## src/rtl/bcd_to_binary.sv

```systemverilog
// Three-digit BCD to 8-bit binary converter using reverse double-dabble,
// one shift-and-correct step per clock with a start/busy/done handshake.
module bcd_to_binary (
    input  logic       clk,
    input  logic       reset_n,
    input  logic       start,
    input  logic [3:0] hundreds,
    input  logic [3:0] tens,
    input  logic [3:0] ones,
    output logic       busy,
    output logic       done,
    output logic [7:0] binary,
    output logic       error
);

    typedef enum logic {
        IDLE,
        CONV
    } state_t;

    localparam logic [3:0] LAST_ITER = 4'd9;

    state_t      state_q;
    logic [11:0] bcd_q;
    logic [11:0] bcd_d;
    logic [9:0]  bin_q;
    logic [9:0]  bin_d;
    logic [3:0]  cnt_q;
    logic        invalid_q;
    logic        busy_q;
    logic        done_q;
    logic [7:0]  binary_q;
    logic        error_q;

    logic        digitsInvalid;
    logic [11:0] bcdShifted;
    logic        overRange;

    assign digitsInvalid = (hundreds > 4'd9) || (tens > 4'd9) || (ones > 4'd9);

    // A digit's LSB moving into the digit below is worth 5, not 8, so any
    // digit that lands at 8 or above after the shift is pulled down by 3.
    always_comb begin
        bcdShifted = {1'b0, bcd_q[11:1]};
        bin_d      = {bcd_q[0], bin_q[9:1]};
        bcd_d      = bcdShifted;
        for (int i = 0; i < 3; i++) begin
            if (bcdShifted[4*i+3]) begin
                bcd_d[4*i +: 4] = bcdShifted[4*i +: 4] - 4'd3;
            end
        end
    end

    assign overRange = |bin_d[9:8];

    always_ff @(posedge clk or negedge reset_n) begin
        if (!reset_n) begin
            state_q   <= IDLE;
            bcd_q     <= '0;
            bin_q     <= '0;
            cnt_q     <= '0;
            invalid_q <= 1'b0;
            busy_q    <= 1'b0;
            done_q    <= 1'b0;
            binary_q  <= '0;
            error_q   <= 1'b0;
        end else begin
            case (state_q)
                IDLE: begin
                    done_q <= 1'b0;
                    if (start) begin
                        state_q   <= CONV;
                        bcd_q     <= {hundreds, tens, ones};
                        bin_q     <= '0;
                        cnt_q     <= '0;
                        invalid_q <= digitsInvalid;
                        busy_q    <= 1'b1;
                    end
                end
                CONV: begin
                    bcd_q <= bcd_d;
                    bin_q <= bin_d;
                    cnt_q <= cnt_q + 4'd1;
                    if (cnt_q == LAST_ITER) begin
                        state_q <= IDLE;
                        cnt_q   <= '0;
                        busy_q  <= 1'b0;
                        done_q  <= 1'b1;
                        // Invalid digits win over range saturation.
                        if (invalid_q) begin
                            binary_q <= 8'h00;
                            error_q  <= 1'b1;
                        end else if (overRange) begin
                            binary_q <= 8'hFF;
                            error_q  <= 1'b1;
                        end else begin
                            binary_q <= bin_d[7:0];
                            error_q  <= 1'b0;
                        end
                    end
                end
                default: begin
                    state_q <= IDLE;
                    busy_q  <= 1'b0;
                    done_q  <= 1'b0;
                end
            endcase
        end
    end

    assign busy   = busy_q;
    assign done   = done_q;
    assign binary = binary_q;
    assign error  = error_q;

endmodule

```

## config.mk

```make
export PLATFORM = sky130hd
export DESIGN_NAME = bcd_to_binary
export DESIGN_NICKNAME = d
export VERILOG_FILES = /design/src/rtl/bcd_to_binary.sv
export SDC_FILE = /design/constraint.sdc
export NUM_CORES = 1
export LEC_CHECK = 0
export BUFFER_PORTS_ARGS = -buffer_cell sky130_fd_sc_hd__clkbuf_2
export CORE_MARGIN = 1
export CORE_UTILIZATION = 40
export CTS_CLUSTER_SIZE = 28
export DETAILED_ROUTE_END_ITERATION = 6
export PLACE_DENSITY = 0.57
export SYNTH_ARGS = -nofsm -noshare
export SYNTH_HDL_FRONTEND = slang
export SYNTH_SLANG_ARGS = --single-unit
```

## constraint.sdc

```tcl
create_clock -name clk -period 1.4 [get_ports clk]
set_input_delay 0.14 -clock clk [delete_from_list [all_inputs] [get_ports clk]]
set_output_delay 0.14 -clock clk [all_outputs]
set_load 0.01 [all_outputs]
```

==> metrics.csv, run 1 <==
metric,value,unit
DIE WIDTH,69.3,um
Met1 Wirelength,1790,um
gpl congestion,0.685,
core area,4350,um^2
H-tree depth,2,
largest net degree at the start of global routing,34,
Mapped Nets,201,
I/O pin total,26,
internal power,2.82,mW
row cnt,24,
share of power burned in combinational logic,36.0,%
wire length of the first global-routing pass,6400,um
Clk pwr share,19.4,%
RSZ-0062 raised after global routing,true,
gr ovfl total,0,
Layout Skew,2.60,ps
Worst setup SP type,flop,
Worst-path clk slew,70,ps
Worst-Skew Late Latency,290,ps
top sig layer,met4,
DRT Wirelength,3760,um
Layout area overhead,20.9,%
syn_area_per_cell,9.95,um^2
DR WL met2,1770,um
Vias per Instance,5.32,
layout cells sized above 1,23.5,%
max-cap viol count,0,
crit end category,flop,
HPWL Detailed,2490,um
final period utilization,93.6,%
Pwr Total,4.53,mW
total CTS buffers,5,
Slew Limit Fails,0,
Final setup viols,0,
TritonCTS clock tree,built,
drt pass-1 iters,4,
via count,1410,
nets,231,
Avg WL per Cell,14.2,um
setup bufs post-CTS,0,
Die H,69.3,um
Mapped Area,1810,um^2
crit path max fanout,6,
"Hold Vio Cnt, Final",0,
Net Switching,1.71,mW
fin crit period,1310,ps
Flop pwr share,44.6,%
cells after synthesis,182,
"Data required, critical path",1580,ps
met3 wire len,142,um
flop2flop setup slack,90,ps
LEAKAGE,1.05,nW
Rel. slew slack,71.5,%
number of global-route vias before repair,1418,
YS warnings,0,
antenna violations before repair,0,
Starting Density,41.6,%
critical path type,flop to flop,
Fmax achieved,763,MHz
# port buffers,25,
run status,completed,
Least-Margin Pin Slew,428,ps
Netlist cell types,33,
ant diodes,0,
critical path data arrival time,1490,ps
DRT iter0 DRCs,97,
number of nets with antenna violations after routing,0,
Net Sw Frac,37.7,%
Sink Count,38,
Synth Register Bits,38,
die area,4800,um^2
all-layer global routing usage,16.6,%
P per Cell Area,2070,nW/um^2
DRC,0,
post-synthesis sequential area ratio,52.5,%
setup_tns,0,ps
CTS Root Cell,clkbuf_8,
clk buf depth,2,
VDD IR max,0.699,mV
worst hold path type,input pin to flop,
## cells in the mapped netlist
cell type | number | area [um^2]
a31oi_1 | 1 | 6.26
a31o_2 | 1 | 8.76
a41oi_1 | 1 | 8.76
clkbuf_2 | 1 | 5.00
a211oi_1 | 4 | 30.0
a21oi_1 | 8 | 40.0
nand3_1 | 2 | 10.0
nor2b_1 | 7 | 43.8
mux2i_1 | 10 | 100
buf_4 | 3 | 22.5
nand4_1 | 1 | 6.26
clkbuf_1 | 3 | 11.3
xor2_1 | 2 | 17.5
or2_2 | 1 | 6.26
nand4b_4 | 1 | 23.8
ha_1 | 4 | 50.1
o22ai_1 | 2 | 12.5
a21boi_0 | 1 | 7.51
o31ai_1 | 9 | 67.6
dfrtp_1 | 38 | 951
nor2_1 | 12 | 45.0
nand3b_2 | 1 | 11.3
buf_2 | 3 | 15.0
o21ai_0 | 18 | 90.1
xnor2_1 | 2 | 17.5
buf_6 | 1 | 11.3
o311ai_0 | 1 | 8.76
nand2_1 | 35 | 131
nand2b_1 | 1 | 6.26
o21ai_2 | 1 | 8.76
inv_1 | 4 | 15.0
nand3b_1 | 2 | 15.0
nor3b_1 | 1 | 7.51
## kinds of logic after synthesis
| group | share of synthesized area (%) |
|---|---|
| DFF | 52.5 |
| muxes | 5.53 |
| adders and majority gates | 2.76 |
| AOI/OAI and AO/OA | 16.0 |
| and+or+nand+nor | 16.9 |
| xor gates and xnor gates | 1.93 |
| buffers and inverters | 4.42 |
## flip-flops by register name, indices dropped and copies added, names as in the netlist
register,cells
cnt_q,4
error,1
bcd_q,12
busy,1
bin_q,9
done,1
binary,8
state_q,1
invalid_q,1
## power by group through the flow
| stage | sequential (mW) | combinational, mW | clock [mW] |
|---|---|---|---|
| 2_1_floorplan | 1.92 | 1.12 | 0 |
| 3_3_place_gp | 1.96 | 1.46 | 0 |
| 3_5_place_dp | 1.99 | 1.53 | 0 |
| 4_1_cts | 1.97 | 1.54 | 0.892 |
| 5_1_grt | 2.10 | 1.89 | 0.947 |
| 6_report | 2.02 | 1.63 | 0.880 |
## layout by cell type (no fill, tap or decap), types with 2 or more instances in the layout
master	netlist	layout
inv_1	4	4
dfrtp_1	38	37
o21ai_0	18	18
buf_12	0	2
mux2i_1	10	10
nand3b_1	2	2
xnor2_1	2	2
nand4b_4	1	2
clkbuf_8	0	8
o31ai_2	0	2
nor2_1	12	12
nor2b_1	7	7
nand2_1	35	35
ha_1	4	3
xor2_1	2	2
o31ai_1	9	7
a211oi_1	4	4
o22ai_1	2	2
clkbuf_2	1	25
nand3_1	2	2
a21oi_1	8	8
buf_4	3	5
## critical path, stage by stage, from the launching register on
cell and delay (ps):
dfrtp_1 400, inv_1 120, ha_4 200, nand3b_4 110
nor3b_1 160, a31o_2 210
## per-stage QoR
| step | utilization [%] | std cells | hold slack, ps | setup WS [ps] | instance area (um^2) |
|---|---|---|---|---|---|
| finish | 50.3 | 265 | 136 | 89.3 | 2190 |
| global route | 50.3 | 265 | 161 | -6.62 | 2190 |
| CTS | 49.0 | 264 | 127 | 2.01 | 2130 |
| detailed placement | 46.3 | 255 | 93.6 | 22.7 | 2010 |
| global placement | 46.3 | 255 | 96.0 | 84.3 | 2010 |
| floorplan | - | 182 | -156 | 131 | 1810 |
## what timing repair did
item / in CTS / in global routing
endpoints found under the setup margin: 0 / 12
hold buffers: 1 / 0
hold endpoints to repair: 15 / 0
resized for setup: 0 / 7
## cell type report
| class | instances | area [um^2] |
|---|---|---|
| Fill cell | 389 | 2160 |
| Clock buffer | 8 | 110 |
| Sequential cell | 38 | 952 |
| Timing Repair Buffer | 33 | 213 |
| Inverter | 4 | 15.0 |
| Multi-Input combinational cell | 130 | 836 |
| Tap cell | 52 | 65.1 |
## path summary, 6_finish.rpt
path,to,cells past startpoint,start
min reg2reg,binary[3],2,binary[3]
max,cnt_q[0],5,cnt_q[1]
max in group asynchronous,bcd_q[8],3,reset_n
min in group asynchronous,binary[1],2,reset_n
max reg2reg,cnt_q[0],5,cnt_q[1]
min,bcd_q[11],3,hundreds[3]
## metal layers
metal	up-vias	GRT usage (%)
met3	6	3.63
met5	-	0
met1	683	21.1
met2	32	27.3
li1	689	-
met4	0	6.80
No activity file was read; power rests on OpenSTA's default activity.
==> inputs of run 2 (changes only) <==
--- a/config.mk
+++ b/config.mk
@@ -6,11 +6,12 @@
 export NUM_CORES = 1
 export LEC_CHECK = 0
 export BUFFER_PORTS_ARGS = -buffer_cell sky130_fd_sc_hd__clkbuf_2
+export CORE_ASPECT_RATIO = 0.5
 export CORE_MARGIN = 1
 export CORE_UTILIZATION = 40
 export CTS_CLUSTER_SIZE = 28
 export DETAILED_ROUTE_END_ITERATION = 6
-export PLACE_DENSITY = 0.57
+export PLACE_DENSITY = 0.59
 export SYNTH_ARGS = -nofsm -noshare
 export SYNTH_HDL_FRONTEND = slang
 export SYNTH_SLANG_ARGS = --single-unit
==> constraint.sdc (replaced) <==
create_clock -name clk -period 1.1 [get_ports clk]
set_input_delay 0.11 -clock clk [delete_from_list [all_inputs] [get_ports clk]]
set_output_delay 0.11 -clock clk [all_outputs]
set_load 0.01 [all_outputs]
==> metrics.csv, run 2 (synthesis results as in run 1) <==
metric,value,unit,change
Die H,49.6,um,-28%
layout cells sized above 1,36.1,%,+13 points
internal power,4.11,mW,+46%
Final Instance Count excl. Fillers,287,,+8.3%
Fmax achieved,821,MHz,+7.6%
CTS Root Cell,clkbuf_8,,
violated checks,negative setup slack,,
Layout Skew,8.32,ps,+5.71 ps
max reg flops,12,,unchanged
Final setup viols,14,,+14
Worst-Skew Late Latency,280,ps,about the same
TritonCTS clock tree,built,,
worst hold path type,input pin to flop,,
critical path data arrival time,1410,ps,-80 ps
# port buffers,25,,unchanged
final period utilization,111,%,+17 points
ant diodes,0,,unchanged
"commonest cells after routing, fill and taps aside","dfrtp_1, nand2_1, clkbuf_2",,
VDD IR max,0.958,mV,+37%
number of nets with antenna violations after routing,0,,unchanged
all-layer global routing usage,16.2,%,-0.42 points
drt pass-1 iters,4,,unchanged
Avg WL per Cell,13.0,um,-8.6%
max-cap viol count,0,,unchanged
DRC,0,,unchanged
H-tree depth,2,,unchanged
I/O pin total,26,,unchanged
gpl congestion,0.718,,+4.7%
crit path max fanout,19,,+13
DRT Wirelength,3720,um,-1.0%
Worst setup SP type,flop,,
HPWL Detailed,2470,um,-0.69%
nets,251,,+8.7%
Starting Density,43.9,%,+2.3 points
total CTS buffers,5,,unchanged
"Data required, critical path",1290,ps,-290 ps
"commonest non-fill, non-tap cell in the layout",dfrtp_1,,
Net Switching,2.29,mW,+34%
hold_ws,97.1,ps,-39.0 ps
DIE WIDTH,97.2,um,+40%
Vias per Instance,5.06,,-5.0%
cell total after placement,268,,+5.1%
Sink Count,38,,unchanged
via count,1451,,+2.9%
Least-Margin Pin Slew,517,ps,+88.6 ps
wire length of the first global-routing pass,6120,um,-4.3%
Flop pwr share,39.2,%,-5.4 points
share of power burned in combinational logic,42.9,%,+6.9 points
Net Sw Frac,35.8,%,-2.0 points
fin crit period,1220,ps,-92.1 ps
PnR worst setup slack,-119,ps,-208 ps
number of global-route vias before repair,1351,,-4.7%
P per Cell Area,2630,nW/um^2,+27%
largest net degree at the start of global routing,32,,-5.9%
Layout area overhead,34.3,%,
DRT iter0 DRCs,43,,-56%
LEAKAGE,1.16,nW,+11%
die area,4820,um^2,+0.34%
Slew Limit Fails,0,,unchanged
gr ovfl total,0,,unchanged
Filler cells,355,,-8.7%
crit end category,flop,,
Top reg by flops,bcd_q,,
RSZ-0062 raised after global routing,true,,
Clk pwr share,17.9,%,-1.5 points
run status,"finished, violations left",,
antenna violations before repair,0,,unchanged
Rel. slew slack,65.5,%,-5.9 points
core area,4120,um^2,-5.3%
row cnt,16,,-33%
clk buf depth,2,,unchanged
critical path type,flop to flop,,
Pwr Total,6.41,mW,+41%
"Hold Vio Cnt, Final",0,,unchanged
Worst-path clk slew,70,ps,about the same
==> run 2: critical path: stages, from the launching register on <==
cell	delay, ps
dfrtp_1	390
inv_2	80
ha_4	160
nand4b_4	110
buf_12	170
o31ai_2	220
==> run 2: worst paths after layout <==
path,start,endpoint,slack [ps],cells after the start
min reg2reg,binary[5],binary[5],480,2
max reg2reg,cnt_q[1],binary[4],-120,5
max,cnt_q[1],binary[4],-120,5
max in group asynchronous,reset_n,state_q,450,3
min in group asynchronous,reset_n,bcd_q[9],210,2
min,hundreds[3],bcd_q[11],100,3
==> run 2: layer usage <==
metal | wire length (um) | global-route usage, %
met5 | 0 | 0
met4 | 16 | 3.73
met3 | 177 | 4.82
met2 | 1630 | 26.4
met1 | 1890 | 21.3
==> run 2: cell type report <==
cell class                 count  area, um^2  share of cell area (%)
sequential                    38         953                    39.2
multi-input combinational    129         873                    35.9
timing repair buffer          54         414                    17.0
clock buffer                   7        76.3                    3.14
tap                           54        67.6                    2.78
clock inverter                 1        30.0                    1.23
inverter                       4        17.5                   0.720
==> run 2: timing repair <==
action,CTS,global route
hold endpoints to repair,38,0
setup buffers,3,8
endpoints found under the setup margin,24,19
pin swaps,1,6
resized for setup,11,16
hold buffers,1,0
==> run 2: stage by stage <==
| stage | worst slack [ps] | util (%) | TNS (ps) | instance area [um^2] |
|---|---|---|---|---|
| 6_report | -119 | 59.0 | -1030 | 2430 |
| 5_1_grt | -185 | 59.0 | -2120 | 2430 |
| 4_1_cts | -99.4 | 56.4 | -1000 | 2330 |
| 3_5_place_dp | -197 | 51.9 | -2080 | 2140 |
| 3_3_place_gp | -156 | 51.9 | -1580 | 2140 |
| 2_1_floorplan | -78.8 | - | -775 | 1850 |
==> run 2: power by group through the flow <==
stage                     logic, mW  registers, mW  clock network (mW)
after floorplan                1.49           2.47                   0
after global placement         2.27           2.49                   0
after detailed placement       2.33           2.49                   0
final                          2.75           2.51                1.15
after global routing           3.06           2.59                1.25
after CTS                      2.49           2.49                1.18
